`src/rtl/counter_pkg.sv`:
```
// rtl/counter_pkg.sv - shared types and helpers for the up/down counter
//
// Purpose:
//   Operating-mode and ONESHOT control-state enumerations shared by the
//   counter top level and its combinational step sub-module, plus a small
//   helper that classifies a raw mode code.
//
// Contents:
//   mode_e    - WRAP / SAT / ONESHOT (code 3 is unnamed and treated as WRAP)
//   state_e   - IDLE / RUN / DONE for the ONESHOT control FSM
//   holds_at_boundary() - 1 when a boundary step must hold the count
package counter_pkg;

  typedef enum logic [1:0] {
    WRAP    = 2'd0,
    SAT     = 2'd1,
    ONESHOT = 2'd2
  } mode_e;

  typedef enum logic [1:0] {
    IDLE = 2'd0,
    RUN  = 2'd1,
    DONE = 2'd2
  } state_e;

  // SAT and ONESHOT both freeze the count on a boundary step; every other
  // code (WRAP and the unused code 3) rolls over.
  function automatic logic holds_at_boundary(input logic [1:0] mode);
    return (mode == SAT) || (mode == ONESHOT);
  endfunction

endpackage

```
`src/rtl/count_step.sv`:
```
// rtl/count_step.sv - combinational next-count calculation
//
// Purpose:
//   Given the current count, direction, bound and mode, computes the value
//   an enabled step would produce, and classifies the step.
//
// Ports:
//   out       in   WIDTH  current registered count
//   up        in   1      1 = increment, 0 = decrement
//   max_val   in   WIDTH  upper bound of the legal range 0..max_val
//   mode      in   2      raw mode code (see counter_pkg::mode_e)
//   next_val  out  WIDTH  count after an enabled step
//   boundary  out  1      step is at the edge of the range in its direction
//   clamp     out  1      count is above max_val; step pulls it back to max_val
module count_step
  import counter_pkg::*;
#(
  parameter int WIDTH = 4
) (
  input  logic [WIDTH-1:0] out,
  input  logic             up,
  input  logic [WIDTH-1:0] max_val,
  input  logic [1:0]       mode,
  output logic [WIDTH-1:0] next_val,
  output logic             boundary,
  output logic             clamp
);

  localparam logic [WIDTH-1:0] ONE  = WIDTH'(1);
  localparam logic [WIDTH-1:0] ZERO = '0;

  logic at_edge;

  // A count above max_val can only happen when max_val was lowered under a
  // running count. Clamping wins over the boundary classification so that
  // such a step never raises tc.
  assign clamp   = (out > max_val);
  assign at_edge = up ? (out == max_val) : (out == ZERO);

  always_comb begin
    next_val = out;
    boundary = 1'b0;
    if (clamp) begin
      next_val = max_val;
    end else if (at_edge) begin
      boundary = 1'b1;
      if (holds_at_boundary(mode)) begin
        next_val = out;
      end else begin
        next_val = up ? ZERO : max_val;
      end
    end else begin
      next_val = up ? (out + ONE) : (out - ONE);
    end
  end

endmodule

```
`src/rtl/param_updown_counter.sv`:
```
// rtl/param_updown_counter.sv - bounded up/down counter with WRAP/SAT/ONESHOT
//
// Purpose:
//   Registered up/down counter over the range 0..max_val. WRAP rolls over at
//   the range edges, SAT holds there, ONESHOT runs once from a load until
//   the first boundary step and then parks. tc pulses for one cycle after
//   every boundary step.
//
// Ports:
//   clk       in   1      rising-edge clock
//   rst       in   1      asynchronous active-high reset
//   en        in   1      count enable, one step per edge
//   up        in   1      1 = increment, 0 = decrement
//   load      in   1      synchronous load strobe, has priority over en
//   load_val  in   WIDTH  load value, clipped to max_val
//   max_val   in   WIDTH  upper bound of the count
//   mode      in   2      0 WRAP, 1 SAT, 2 ONESHOT, 3 behaves as WRAP
//   out       out  WIDTH  registered count
//   tc        out  1      registered terminal-count pulse
//   busy      out  1      registered, ONESHOT run in progress
//   done      out  1      registered, ONESHOT run completed
module param_updown_counter
  import counter_pkg::*;
#(
  parameter int WIDTH = 4
) (
  input  logic             clk,
  input  logic             rst,
  input  logic             en,
  input  logic             up,
  input  logic             load,
  input  logic [WIDTH-1:0] load_val,
  input  logic [WIDTH-1:0] max_val,
  input  logic [1:0]       mode,
  output logic [WIDTH-1:0] out,
  output logic             tc,
  output logic             busy,
  output logic             done
);

  state_e           state;
  state_e           state_nxt;
  logic [WIDTH-1:0] out_nxt;
  logic             tc_nxt;
  logic [WIDTH-1:0] step_val;
  logic             boundary;
  logic             clamp;
  logic [WIDTH-1:0] load_clip;

  count_step #(
    .WIDTH(WIDTH)
  ) u_count_step (
    .out      (out),
    .up       (up),
    .max_val  (max_val),
    .mode     (mode),
    .next_val (step_val),
    .boundary (boundary),
    .clamp    (clamp)
  );

  assign load_clip = (load_val > max_val) ? max_val : load_val;

  // Next-state and next-count logic. Outside ONESHOT the FSM is forced back
  // to IDLE while the count follows WRAP/SAT rules, so a mode switch never
  // disturbs out. Inside ONESHOT, en only acts in RUN.
  always_comb begin
    state_nxt = state;
    out_nxt   = out;
    tc_nxt    = 1'b0;

    if (mode != ONESHOT) begin
      state_nxt = IDLE;
      if (load) begin
        out_nxt = load_clip;
      end else if (en) begin
        out_nxt = step_val;
        tc_nxt  = boundary & ~clamp;
      end
    end else begin
      case (state)
        IDLE: begin
          if (load) begin
            out_nxt   = load_clip;
            state_nxt = RUN;
          end
        end
        RUN: begin
          if (load) begin
            out_nxt = load_clip;
          end else if (en) begin
            out_nxt = step_val;
            tc_nxt  = boundary & ~clamp;
            if (boundary & ~clamp) begin
              state_nxt = DONE;
            end
          end
        end
        DONE: begin
          if (load) begin
            out_nxt   = load_clip;
            state_nxt = RUN;
          end
        end
        default: begin
          state_nxt = IDLE;
        end
      endcase
    end
  end

  // busy/done are registered from the next state so they line up with the
  // state register and drop on the same edge that leaves ONESHOT.
  always_ff @(posedge clk or posedge rst) begin
    if (rst) begin
      state <= IDLE;
      out   <= '0;
      tc    <= 1'b0;
      busy  <= 1'b0;
      done  <= 1'b0;
    end else begin
      state <= state_nxt;
      out   <= out_nxt;
      tc    <= tc_nxt;
      busy  <= (state_nxt == RUN);
      done  <= (state_nxt == DONE);
    end
  end

endmodule

```
`config.mk`:
```
export PLATFORM = sky130hd
export DESIGN_NAME = param_updown_counter
export DESIGN_NICKNAME = d
export VERILOG_FILES = /design/src/rtl/counter_pkg.sv /design/src/rtl/count_step.sv /design/src/rtl/param_updown_counter.sv
export SDC_FILE = /design/constraint.sdc
export NUM_CORES = 1
export LEC_CHECK = 0
export BUFFER_PORTS_ARGS = -buffer_cell sky130_fd_sc_hd__buf_2
export CAP_MARGIN = 15
export CORE_MARGIN = 2
export CORE_UTILIZATION = 57
export DETAILED_ROUTE_END_ITERATION = 6
export PLACE_DENSITY_LB_ADDON = 0.15
export SYNTH_ARGS = -nofsm -noshare
export SYNTH_HDL_FRONTEND = slang
export SYNTH_SLANG_ARGS = --single-unit
```
`constraint.sdc`:
```
create_clock -name clk -period 3.9 [get_ports clk]
set_clock_uncertainty 0.1 [all_clocks]
set_input_delay 0.39 -clock clk [delete_from_list [all_inputs] [get_ports clk]]
set_output_delay 0.39 -clock clk [all_outputs]
set_load 0.01 [all_outputs]
```
Yosys cells after proc, flatten, opt, wreduce, memory -nomap -nowiden:

Cells that the tools add are included.

* bits in writable memories: 0
* memories: 0
* bits in registers: 9
* output and inout port bits: 7
* word-level logic and storage cells: 50
* latch bits: 0
* input port bits: 15
* ROM bits: 0

* reduce and logical (&&, ||, !) cells: 6
* shift operators: 0
* add/subtract/negate cells: 2
* magnitude comparators: 2
* bitwise logic cells: 2
* eq/ne operators: 9
* div/mod/pow operators: 0
* $mul: 0
* multiplexer cells: 24

Operators by type and width (count)
* $mux W4: 10
* $mux W2: 5
* $gt A4 B4 Y1: 2
* $pmux W4 S2: 1
* $mux W1: 7
* $eq A2 B1 Y1 const B: 3
* $eq A2 B2 Y1 const B: 3
* $add A4 B1 Y4 const B: 1
* $eq A4 B4 Y1: 1
* $logic_not A4 Y1: 1
* $pmux W2 S2: 1
* $sub A4 B1 Y4 const B: 1
* $ne A3 B1 Y1 const B: 1
* $reduce_bool A3 Y1: 1
* $logic_not A2 Y1: 1
* $ne A2 B2 Y1 const B: 1
* $reduce_and A2 Y1: 1
* $reduce_or A2 Y1: 1
* $and A1 B1 Y1: 1
* $logic_or A1 B1 Y1: 1
* $not A1 Y1: 1

Longest topological paths before layout:

* depth in word-level cells: 11
* mapped depth: 7
* mapped depth without buffers: 7

Hierarchy:

A second synthesis with hierarchy kept.

* cells, all modules: 119
* area, all modules: 1083.5 um2

Modules (own cells, without submodules)
* param_updown_counter: cells each 67, sequential area each 225.2 um2, area each 666.9 um2, instances 1
* count_step: cells each 52, sequential area each 0.0 um2, area each 416.6 um2, instances 1

Worst setup path before layout:

No wires, ideal clock.

* path kind: in2reg
* start: in max_val[2]
* end: reg out[1]
* cell stages on the path: 7
* data arrival time: 2.035 ns
* setup time: 0.139 ns
* path buffers: 0
* data required time: 3.661 ns
* setup slack: 1.626 ns
* cells stage by stage: inv_1 -> ha_1 -> and3b_4 -> a2111oi_4 -> or3_1 -> a21oi_1 -> or4_1

* cells in the longest elaborated chain, start to end: 8
* elaborated cells between the ends (all ways): 12
* classes of those cells: order compare (2); eq/ne (1); mux (9)

Ends and longest elaborated chain
* start: declaration: RTL line param_updown_counter.sv:33 `input logic [WIDTH-1:0] max_val,`
* $eq A4 B4 Y1: RTL line count_step.sv:38 `assign at_edge = up ? (out == max_val) : (out == ZERO);`
* $mux W1: RTL line count_step.sv:38
* $mux W4: RTL line count_step.sv:45 `end else if (at_edge) begin`
* $mux W4: RTL line count_step.sv:43 `if (clamp) begin`
* $mux W4: RTL line param_updown_counter.sv:76, param_updown_counter.sv:91
* $mux W4: RTL line param_updown_counter.sv:89 `if (load) begin`
* $pmux W4 S2: RTL line param_updown_counter.sv:81 `case (state)`
* $mux W4 *: RTL line param_updown_counter.sv:72 `if (mode != ONESHOT) begin`
* end signal: assignment: RTL line param_updown_counter.sv:123 `out <= out_nxt;`
* end: declaration: RTL line param_updown_counter.sv:35 `output logic [WIDTH-1:0] out,`

Every way passes the cells marked *; elsewhere a longest branch is shown, timed or not. The select of a mux whose other input is x is not followed.
A chain may end at the register's enable or synchronous reset.

Worst setup path in the final report:

* start: reg out[1]
* end: reg out[1]

* cells in the longest elaborated chain, start to end: 8
* elaborated cells between the ends (all ways): 14
* classes of those cells: add/sub (2); order compare (1); eq/ne (1); mux (9); reduce/logical (1)

Ends and longest elaborated chain
* $sub A4 B1 Y4, or another cell as far along: RTL line count_step.sv:53 `next_val = up ? (out + ONE) : (out - ONE);`
* $mux W4 or $mux W1 (tied branches): RTL line count_step.sv:53, count_step.sv:38
* $mux W4: RTL line count_step.sv:45
* $mux W4: RTL line count_step.sv:43
* $mux W4 *: RTL line param_updown_counter.sv:76, param_updown_counter.sv:91
* $mux W4 *: RTL line param_updown_counter.sv:89
* $pmux W4 S2: RTL line param_updown_counter.sv:81
* $mux W4 *: RTL line param_updown_counter.sv:72

Every way passes the cells marked *; elsewhere a longest branch is shown, timed or not.

==> results.cfg <==
[logic_synthesis]
synth_ff_type = dfrtp_1
synth_seq_cells = 9
synth_cell_types = 42
synth_edf_count = 0
syn_nets = 141
async_flop_share_pct = 100
avgSynthCellArea_um2 = 8.55
synth.cell_area_um2 = 975
netlist_instances = 114
synth_top_cell_area_share_pct = 23.1
ys_seq_area_share_pct = 23.1
synth_top_cell_by_area = dfrtp_1
ys_warn_count = 0
synth_area_leaders = dfrtp_1, ha_1, inv_1

[run]
drv_cap = 0

[critical_path]
arrival_ns = 2.48
worstPathMaxFanout = 7
end_kind = flip-flop
start_kind = flip-flop
required_ns = 3.92
path_class = flip-flop to flip-flop

[detailed_routing]
wl_per_cell_um = 14.3
wl_um = 2230
met2_length_um = 1070
top_layer = met4
num_vias = 963
drcViolationCount = 0
drt-met1-wl_um = 1030
vias_per_cell = 6.17
ant_nets = 0
drtIter0Drc = 42
firstDrtPassIters = 4
wl_met3_um = 124

[global_routing]
grt_max_degree = 10
antenna_found_initial = 0
grt_pass1_wl_um = 3640
grt.total_usage_pct = 24.3
grt_overflow = 0
grt_pass1_vias = 863

[worst_hold_path]
hp-class = primary input to flip-flop

[timing]
max_freq_ghz = 0.407
tightest_slew_ns = 0.670
drv_slew = 0
rsz0062_at_grt = false
fin_tns_setup_ns = 0
timing.slew.headroom_pct = 54.9
fin_crit_ns = 2.46
post-route-period-util_pct = 63.0
finalSetupViolCount = 0
hold_violations = 0

[outcome]
run_status = finished clean

[placement]
place_hpwl_um = 1840
place.port_buffers = 21
gp_congestion = 0.844
dpl_cell_area_um2 = 1100

[floorplanning]
coreArea_um2 = 1560
row_count = 14
die_h_um = 45.4
dieArea_um2 = 2060
fp.dieW_um = 45.4
pin_count = 22
initial_utilization_pct = 62.5

[clock_tree]
cts_max_level = 1
cts_root_buffer = clkbuf_4
cts_buffers = 3
cts_num_sinks = 9
clock_path_buffers = 2
clkTransAtPathRegs_ns = 0.06
postCtsSetupRepairBufs = 0
clk_latency_ns = 0.25
cts_tree = yes

[finish]
final_nets = 168
syn_to_final_growth_pct = 16.6
multi_input_area_um2 = 708
drive_above_1_share_pct = 22.9
num_antenna_cells = 0
final_cell_area_um2 = 1140
seq_area_um2 = 225
fillers = 121

[pwr]
power.total_mw = 0.415
ir_drop_mv = 0.212
powerDensity_nw_per_um2 = 365
p_leak_nw = 0.549
cells in the final DEF, fill, tap and decap left out, types with 2 or more instances in the layout:
cell	synthesis	layout
nor3_1	2	2
nand2b_1	5	5
ha_1	11	11
dfrtp_1	9	9
nand3_1	2	2
nand4_1	2	2
buf_2	0	21
inv_1	11	11
o211ai_1	3	3
a31oi_1	2	2
nor2_1	11	11
o311ai_0	2	2
clkbuf_4	0	3
or2_2	2	2
nor2b_1	2	2
a21boi_0	2	2
and3_1	3	3
o21ai_0	8	8
a211oi_1	2	2
mux2i_1	2	2
nand2_1	4	4
a21oi_1	5	5
nor3b_1	2	2
o21a_1	2	2
flip-flops by register name, indices dropped and copies added (netlist names):
signal	cells
out	4
busy	1
state	2
tc	1
done	1
kinds of logic after synthesis:
| family | count (synthesis) | share of synthesized area, % |
|---|---|---|
| compound gates | 36 | 27.6 |
| xor+xnor | 1 | 0.899 |
| fa+ha+maj | 12 | 16.2 |
| buf+inv | 11 | 4.24 |
| flops | 9 | 23.1 |
| mux | 3 | 3.21 |
| simple gates | 42 | 24.8 |
metrics by stage:
stage	cells	hold slack, ns	utilization (%)	worst slack (ns)
final	156	0.295	72.9	1.44
after global routing	156	0.302	72.9	1.28
after CTS	156	0.284	72.9	1.49
after detailed placement	151	0.261	70.5	1.40
after global placement	151	0.255	70.5	1.42
after floorplan	114	0.118	-	1.63
worst max-delay path: stages (launching register included):
cell,delay (ns)
dfrtp_1,0.47
ha_1,0.36
nor2b_1,0.16
o41ai_1,0.40
o21ai_0,0.22
and3_1,0.22
or4_1,0.39
final timing paths:
| check | startpoint | endpoint | slack [ns] | depth (start not counted) |
|---|---|---|---|---|
| worst max-delay path | out[1]$_DFFE_PP0P_ | out[1]$_DFFE_PP0P_ | 1.44 | 6 |
| worst max register to register | out[1]$_DFFE_PP0P_ | out[1]$_DFFE_PP0P_ | 1.44 | 6 |
| worst min-delay path | load | state[1]$_DFF_PP0_ | 0.29 | 2 |
| worst min register to register | state[1]$_DFF_PP0_ | state[0]$_DFF_PP0_ | 0.53 | 3 |
| min in group asynchronous | rst | out[0]$_DFFE_PP0P_ | 0.54 | 3 |
| max in group asynchronous | rst | done$_DFF_PP0_ | 2.92 | 3 |
metal layers:
metal	track usage (%)	vias up
met1	31.0	440
met3	3.20	4
li1	-	484
met5	0	-
met2	42.6	35
met4	6.47	0
report_power, final:
| part | switching, mW | total [mW] | internal [mW] |
|---|---|---|---|
| Combinational | 0.118 | 0.214 | 0.0966 |
| Sequential | 0.0266 | 0.132 | 0.105 |
| Clock | 0.0296 | 0.0688 | 0.0392 |
| Total | 0.174 | 0.415 | 0.241 |
cells in the mapped netlist, types with 2 or more instances:
library cell / instances
nor2_1: 11
o21ai_0: 8
o211ai_1: 3
a31oi_1: 2
nand4_1: 2
ha_1: 11
nand3_1: 2
nand2b_1: 5
o21a_1: 2
a21oi_1: 5
o311ai_0: 2
a211oi_1: 2
dfrtp_1: 9
inv_1: 11
nor3b_1: 2
or2_2: 2
nor3_1: 2
a21boi_0: 2
mux2i_1: 2
and3_1: 3
nand2_1: 4
nor2b_1: 2
what timing repair did:
item	CTS	global route
hold buffers	1	0
hold endpoints to repair	9	0
resized for setup	0	0
layout make-up:
type                    count  area share [%]
inverters                  11            3.63
multi-input cells          94            62.3
well taps                  16            1.76
repair buffers             22            10.1
flip-flops and latches      9            19.8
clock buffers               4            2.31
(Power assumes the default switching activity.)
